## src/rtl/orb_pkg.sv

```systemverilog
`default_nettype none
// +--------------------------------------------------------------------------+
// | Package     : orb_pkg                                                    |
// | Description : Shared types and defaults for the frame-read front end of  |
// |               the corner-detection pipeline: traversal directions, the   |
// |               fetch FSM state encoding and default image/pixel sizes.    |
// | Revision    : 1.0  initial release                                       |
// +--------------------------------------------------------------------------+
package orb_pkg;

  // Default image limits and pixel width
  localparam int X_MAX_DEF = 300;
  localparam int Y_MAX_DEF = 300;
  localparam int PIX_W_DEF = 8;

  // Traversal step direction. Bit 1 set means "moves to the next row".
  typedef enum logic [1:0] {
    DIR_RIGHT    = 2'b00,
    DIR_LEFT     = 2'b01,
    DIR_DOWN     = 2'b10,  // next row, x kept (serpentine)
    DIR_DOWN_RET = 2'b11   // next row, x back to 0 (raster)
  } dir_e;

  // Fetch engine states
  typedef enum logic [2:0] {
    FS_IDLE  = 3'd0,
    FS_START = 3'd1,
    FS_REQ   = 3'd2,
    FS_WAIT  = 3'd3,
    FS_OUT   = 3'd4,
    FS_ADV   = 3'd5,
    FS_DONE  = 3'd6
  } fetch_state_e;

endpackage : orb_pkg
`default_nettype wire

```

## src/rtl/pixel_pos.sv

```systemverilog
`default_nettype none
// +--------------------------------------------------------------------------+
// | Module      : pixel_pos                                                  |
// | Description : Image traversal generator. Walks (x,y) over a frame of    |
// |               (max_x+1) x (max_y+1) pixels in raster or serpentine order |
// |               and reports the direction of the next step.               |
// | Revision    : 1.0  initial release                                       |
// +--------------------------------------------------------------------------+
// | Ports                                                                    |
// |   clk         in   clock                                                 |
// |   n_rst       in   asynchronous active-low reset                         |
// |   new_trans   in   restart traversal at (0,0)                            |
// |   update_pos  in   take one step; new position visible next cycle        |
// |   max_x/max_y in   last column / last row index                          |
// |   curr_x/y    out  current position                                      |
// |   end_pos     out  current position is the last of the frame             |
// |   next_dir    out  direction the next update_pos will move               |
// +--------------------------------------------------------------------------+
module pixel_pos
  import orb_pkg::*;
#(
  parameter int X_MAX = X_MAX_DEF,
  parameter int Y_MAX = Y_MAX_DEF,
  parameter int MODE  = 1,
  localparam int XW   = $clog2(X_MAX),
  localparam int YW   = $clog2(Y_MAX)
) (
  input  logic          clk,
  input  logic          n_rst,
  input  logic          new_trans,
  input  logic          update_pos,
  input  logic [XW-1:0] max_x,
  input  logic [YW-1:0] max_y,
  output logic [XW-1:0] curr_x,
  output logic [YW-1:0] curr_y,
  output logic          end_pos,
  output dir_e          next_dir
);

  logic [XW-1:0] x_q;
  logic [YW-1:0] y_q;
  logic          left_q;   // serpentine: current row is walked right-to-left
  logic          row_end;

  always_comb begin
    row_end  = 1'b0;
    next_dir = DIR_RIGHT;
    if (MODE != 0) begin
      row_end  = left_q ? (x_q == '0) : (x_q == max_x);
      next_dir = row_end ? DIR_DOWN : (left_q ? DIR_LEFT : DIR_RIGHT);
    end else begin
      row_end  = (x_q == max_x);
      next_dir = row_end ? DIR_DOWN_RET : DIR_RIGHT;
    end
    end_pos = row_end && (y_q == max_y);
  end

  always_ff @(posedge clk or negedge n_rst) begin
    if (!n_rst) begin
      x_q    <= '0;
      y_q    <= '0;
      left_q <= 1'b0;
    end else if (new_trans) begin
      x_q    <= '0;
      y_q    <= '0;
      left_q <= 1'b0;
    end else if (update_pos) begin
      case (next_dir)
        DIR_RIGHT: x_q <= x_q + XW'(1);
        DIR_LEFT:  x_q <= x_q - XW'(1);
        DIR_DOWN: begin
          y_q    <= y_q + YW'(1);
          left_q <= ~left_q;
        end
        default: begin
          y_q <= y_q + YW'(1);
          x_q <= '0;
        end
      endcase
    end
  end

  assign curr_x = x_q;
  assign curr_y = y_q;

endmodule : pixel_pos
`default_nettype wire

```

## src/rtl/pixel_fetch.sv

```systemverilog
`default_nettype none
// +--------------------------------------------------------------------------+
// | Module      : pixel_fetch                                                |
// | Description : Frame read engine. Walks the image with pixel_pos, reads  |
// |               each pixel from SRAM and hands it downstream one pixel per |
// |               valid/ready handshake, stepping only after acceptance.     |
// | Revision    : 1.0  initial release                                       |
// +--------------------------------------------------------------------------+
// | Ports                                                                    |
// |   clk, n_rst            clock, asynchronous active-low reset            |
// |   start                 begin a frame (only honoured when idle)         |
// |   max_x, max_y          last column / row index, stable while busy      |
// |   busy, frame_done      engine active / one-cycle end-of-frame pulse    |
// |   mem_ren, mem_addr     SRAM read strobe and address                    |
// |   mem_rdata, mem_rvalid SRAM read return (latency >= 1)                 |
// |   pix_valid, pix_ready  downstream handshake                            |
// |   pix_data/x/y/last     pixel value, position and end-of-frame flag     |
// +--------------------------------------------------------------------------+
module pixel_fetch
  import orb_pkg::*;
#(
  parameter int X_MAX  = X_MAX_DEF,
  parameter int Y_MAX  = Y_MAX_DEF,
  parameter int MODE   = 1,
  parameter int PIX_W  = PIX_W_DEF,
  parameter int ADDR_W = $clog2(X_MAX * Y_MAX),
  localparam int XW    = $clog2(X_MAX),
  localparam int YW    = $clog2(Y_MAX)
) (
  input  logic              clk,
  input  logic              n_rst,
  input  logic              start,
  input  logic [XW-1:0]     max_x,
  input  logic [YW-1:0]     max_y,
  output logic              busy,
  output logic              frame_done,
  output logic              mem_ren,
  output logic [ADDR_W-1:0] mem_addr,
  input  logic [PIX_W-1:0]  mem_rdata,
  input  logic              mem_rvalid,
  output logic              pix_valid,
  input  logic              pix_ready,
  output logic [PIX_W-1:0]  pix_data,
  output logic [XW-1:0]     pix_x,
  output logic [YW-1:0]     pix_y,
  output logic              pix_last
);

  fetch_state_e      state_q;
  logic [ADDR_W-1:0] row_base_q;
  logic [PIX_W-1:0]  pix_data_q;
  logic [XW-1:0]     pix_x_q;
  logic [YW-1:0]     pix_y_q;
  logic              pix_last_q;

  logic              new_trans;
  logic              update_pos;
  logic [XW-1:0]     curr_x;
  logic [YW-1:0]     curr_y;
  logic              end_pos;
  dir_e              next_dir;
  logic [ADDR_W-1:0] row_step;
  logic              step_down;

  pixel_pos #(
    .X_MAX (X_MAX),
    .Y_MAX (Y_MAX),
    .MODE  (MODE)
  ) u_pixel_pos (
    .clk        (clk),
    .n_rst      (n_rst),
    .new_trans  (new_trans),
    .update_pos (update_pos),
    .max_x      (max_x),
    .max_y      (max_y),
    .curr_x     (curr_x),
    .curr_y     (curr_y),
    .end_pos    (end_pos),
    .next_dir   (next_dir)
  );

  // Strobes are pure decodes of the state register, so they carry no
  // combinational path from any input.
  assign new_trans  = (state_q == FS_START);
  assign update_pos = (state_q == FS_ADV);
  assign mem_ren    = (state_q == FS_REQ);
  assign pix_valid  = (state_q == FS_OUT);
  assign frame_done = (state_q == FS_DONE);
  assign busy       = (state_q != FS_IDLE);

  // Linear address without a multiplier: row_base tracks y*(max_x+1)
  // and is bumped by one row stride on every downward step.
  assign row_step  = ADDR_W'(max_x) + ADDR_W'(1);
  assign step_down = (next_dir == DIR_DOWN) || (next_dir == DIR_DOWN_RET);
  assign mem_addr  = row_base_q + ADDR_W'(curr_x);

  always_ff @(posedge clk or negedge n_rst) begin
    if (!n_rst) begin
      state_q    <= FS_IDLE;
      row_base_q <= '0;
      pix_data_q <= '0;
      pix_x_q    <= '0;
      pix_y_q    <= '0;
      pix_last_q <= 1'b0;
    end else begin
      case (state_q)
        FS_IDLE: begin
          if (start) state_q <= FS_START;
        end
        FS_START: begin
          row_base_q <= '0;
          state_q    <= FS_REQ;
        end
        FS_REQ: begin
          // Position is captured with the request so it stays attached to
          // this pixel while pixel_pos is later advanced.
          pix_x_q    <= curr_x;
          pix_y_q    <= curr_y;
          pix_last_q <= end_pos;
          state_q    <= FS_WAIT;
        end
        FS_WAIT: begin
          if (mem_rvalid) begin
            pix_data_q <= mem_rdata;
            state_q    <= FS_OUT;
          end
        end
        FS_OUT: begin
          if (pix_ready) state_q <= pix_last_q ? FS_DONE : FS_ADV;
        end
        FS_ADV: begin
          // next_dir still describes the move update_pos is making now
          if (step_down) row_base_q <= row_base_q + row_step;
          state_q <= FS_REQ;
        end
        FS_DONE: begin
          state_q <= FS_IDLE;
        end
        default: begin
          state_q <= FS_IDLE;
        end
      endcase
    end
  end

  assign pix_data = pix_data_q;
  assign pix_x    = pix_x_q;
  assign pix_y    = pix_y_q;
  assign pix_last = pix_last_q;

endmodule : pixel_fetch
`default_nettype wire

```

## config.mk

```make
export PLATFORM = sky130hd
export DESIGN_NAME = pixel_fetch
export DESIGN_NICKNAME = d
export VERILOG_FILES = /design/src/rtl/orb_pkg.sv /design/src/rtl/pixel_pos.sv /design/src/rtl/pixel_fetch.sv
export SDC_FILE = /design/constraint.sdc
export NUM_CORES = 1
export LEC_CHECK = 0
export ABC_AREA = 1
export BUFFER_PORTS_ARGS = -buffer_cell sky130_fd_sc_hd__buf_4
export CAP_MARGIN = 5
export CORE_ASPECT_RATIO = 0.7
export CORE_MARGIN = 2
export CORE_UTILIZATION = 62
export DETAILED_ROUTE_END_ITERATION = 8
export PLACE_DENSITY_LB_ADDON = 0.12
export SETUP_SLACK_MARGIN = 0.05
export SYNTH_ARGS = -nofsm -noshare
export SYNTH_HDL_FRONTEND = slang
export SYNTH_HIERARCHICAL = 1
export SYNTH_SLANG_ARGS = --single-unit
```

## constraint.sdc

```tcl
create_clock -name clk -period 7 [get_ports clk]
set_clock_uncertainty 0.15 [all_clocks]
set_input_delay 2.1 -clock clk [delete_from_list [all_inputs] [get_ports clk]]
set_output_delay 2.1 -clock clk [all_outputs]
set_load 0.03 [all_outputs]
```

==> metrics.txt <==
io pins between 70 and 80; share of layout cells above drive strength 1 0.1917; Crit path arrival time between 2 and 2.5 ns; CP max FO 6; initial core utilization 0.6522; Logic pwr share 0.536; worst setup path start u_pixel_pos/curr_x[0]$_DFFE_PN0P_; clock tree buffer depth 2; most frequent CP cell nand2_1; postcts setup bufs 0; GPL Wtd Cong 0.9651; core footprint 7450 sq um; critical path cell sequence ha_1, fa_1, nand2_1, nand2_1, nand3b_1, a21oi_1, nand2_1, nand2_1, nand2_1, nand2_1, buf_4; Syn Area/Cell roughly 7.3 sq um; worst min-delay path startpoint pix_x[3]$_DFFE_PN0P_; Crit Path Class reg -> out; largest net degree at the start of global routing 67; number of inserted diodes 0; Detailed Route WL about 13 mm; fin nets a little over 800; first-pass GRT wire length ~21 mm; startpoint types register; CP peak stage delay between 0.5 and 0.6 ns; Synth Instances roughly 670; hold_ws 0.3348 ns; Worst Path Required roughly 4.8 ns; pwr dens between 300 and 400 nW/um^2; Reg power frac 0.290; Yosys reg bits 66; CTS Root Cell clkbuf_8; most frequent cells in the layout 231 x nand2_1, 78 x buf_4, 72 x inv_1, 66 x dfrtp_1, 54 x nor2_1; Layout area overhead 17.64%; Die W approximately 110 um; register area share after synthesis 0.3399; post-DR vias/cell 5.598; Die H 78.07 um; clock latency on the worst-skew pair approximately 0.36 ns; DP Cell Count approximately 830; Cell variety after synth between 40 and 50; die area between 8000 and 9000 sq um; switching share of total power 0.4891; clock period minus worst slack about 4.7 ns; # DRC 0; worst vdd ir 0.2819 mV; wire per inst ~16 um; reg-to-reg startpoint u_pixel_pos/curr_x[1]$_DFFE_PN0P_; Pleak 0.003116 uW; Main synth FF type dfrtp_1; crit path setup slack, layout about 2.3 ns; Hold Buf Count CTS 0; crit end category output pin; Pre-antenna DRT Iters 5; slowest stage cell, crit path dfrtp_1; CTS tree done; Iter 0 DRT Violations around 430; Port Buf Inserts 78; fin util 0.7672; Max Cap Viol 0; final setup violation count 0; num rows 26; unrepaired setup endpoints after global routing no; clock transition at the registers of the reported paths ~0.08 ns; via count around 4800; EDFF count, synth 0; Max transition margin 0.3496; clock share of power 0.174; commonest non-fill, non-tap cell in the layout nand2_1; synth warn 6; Post-Syn Area just under 5000 sq um; CTS Buf Count 9; Final Cycle Share 0.6706; Max Fclk between 0.2 and 0.25 GHz; status completed; # resized after CTS 0; antenna-violating nets left 0; pre-CTS setup slack about 2.2 ns; CTS sink cnt 66; syn nets 727; Clock H-tree levels 3; vias in the first global route 4304; HPWL after DPL 10.02 mm; Setup TNS Final 0 ns; Tot GR Track Use 0.3207; Int Power around 1100 uW; Slew @ Worst Pin 0.9702 ns; Hold WC Path Type reg -> reg; FFs w/ async S/R, synth 1.000; max-slew violations 0; total grt overflow 0; Finished Layout Cells about 850; P_sw 1028 uW; Fin. Hold Viols 0; initial antenna violation count 0
-- per-layer routing --
metal / share of wire / track usage
met3: 0.11 / 0.07724
met4: 0.017 / 0.09747
met2: 0.43 / 0.4601
met1: 0.44 / 0.4777
met5: 0 / 0
-- cells by family (layout without fill, tap and decap cells) --
family	after synthesis	after routing	share of synthesized area
DFF	66	66	0.3399
xor gates and xnor gates	22	22	0.03966
adders and majority gates	29	29	0.07932
muxes	8	8	0.01854
AOI/OAI and AO/OA	67	67	0.08190
buffers and inverters	88	172	0.07829
and+or+nand+nor	387	387	0.3623
-- worst max-delay path, delay by kind of cell, from the launching register on --
kind	cells	cell delay, ns
simple gates	7	0.56
flops	1	0.55
fa+ha+maj	2	0.49
compound gates	1	0.36
buf+inv	1	0.15
-- path summary, 6_finish.rpt --
kind	end	depth (start not counted)	slack [ns]
setup / recovery	mem_addr[16]	11	2.31
hold / removal	pix_x[3]$_DFFE_PN0P_	2	0.33
setup reg to reg	u_pixel_pos/curr_x[8]$_DFFE_PN0P_	16	3.80
hold reg to reg	pix_x[3]$_DFFE_PN0P_	2	0.33
max in group asynchronous	row_base_q[5]$_DFFE_PN0P_	1	4.44
min in group asynchronous	row_base_q[11]$_DFFE_PN0P_	1	1.67
-- cells in the mapped netlist (4+ instances only) --
master | count | area, sq um
ha_1 | 26 | 325.3
nand4_1 | 14 | 87.58
buf_2 | 6 | 30.03
nand2_1 | 231 | 867.1
o21ai_0 | 13 | 65.06
nor3_1 | 5 | 25.02
o31ai_1 | 5 | 37.54
o21ai_1 | 5 | 25.02
a21oi_1 | 30 | 150.1
inv_1 | 72 | 270.3
mux2_2 | 8 | 90.09
nor2_1 | 54 | 202.7
o21ai_2 | 4 | 35.03
inv_2 | 4 | 15.01
or2_2 | 7 | 43.79
nand3_1 | 49 | 245.2
dfrtp_1 | 66 | 1652
xnor2_1 | 9 | 78.83
nor2_4 | 6 | 67.56
xor2_1 | 13 | 113.9
-- power by group through the flow --
stage	Combinational [uW]	Sequential, uW	Clock, uW
global route	1230	621	391
finish	1130	609	366
detailed placement	1100	611	0
floorplan	721	676	0
global placement	1070	606	0
CTS	1110	605	371
-- registers in the layout, indices dropped and copies added (netlist names) --
| register | count |
|---|---|
| pix_data | 8 |
| u_pixel_pos/curr_x | 9 |
| pix_y | 9 |
| u_pixel_pos/curr_y | 9 |
| row_base_q | 17 |
| u_pixel_pos/left_q | 1 |
| pix_x | 9 |
| pix_last | 1 |
| state_q | 3 |
-- cell type report --
class | instances | area (sq um)
multi-input combinational | 513 | 2831
fill | 583 | 1734
sequential | 66 | 1652
timing repair buffer | 78 | 585.6
inverter | 78 | 300.3
clock buffer | 9 | 123.9
tap | 98 | 122.6
clock inverter | 7 | 100.1
-- per-stage QoR --
step	power [uW]	cell area [sq um]
6_report	2101	5715
5_1_grt	2238	5715
4_1_cts	2087	5715
3_5_place_dp	1712	5492
3_3_place_gp	1677	5492
2_1_floorplan	1397	4858
Note: power is estimated with default switching activity, not from simulation.
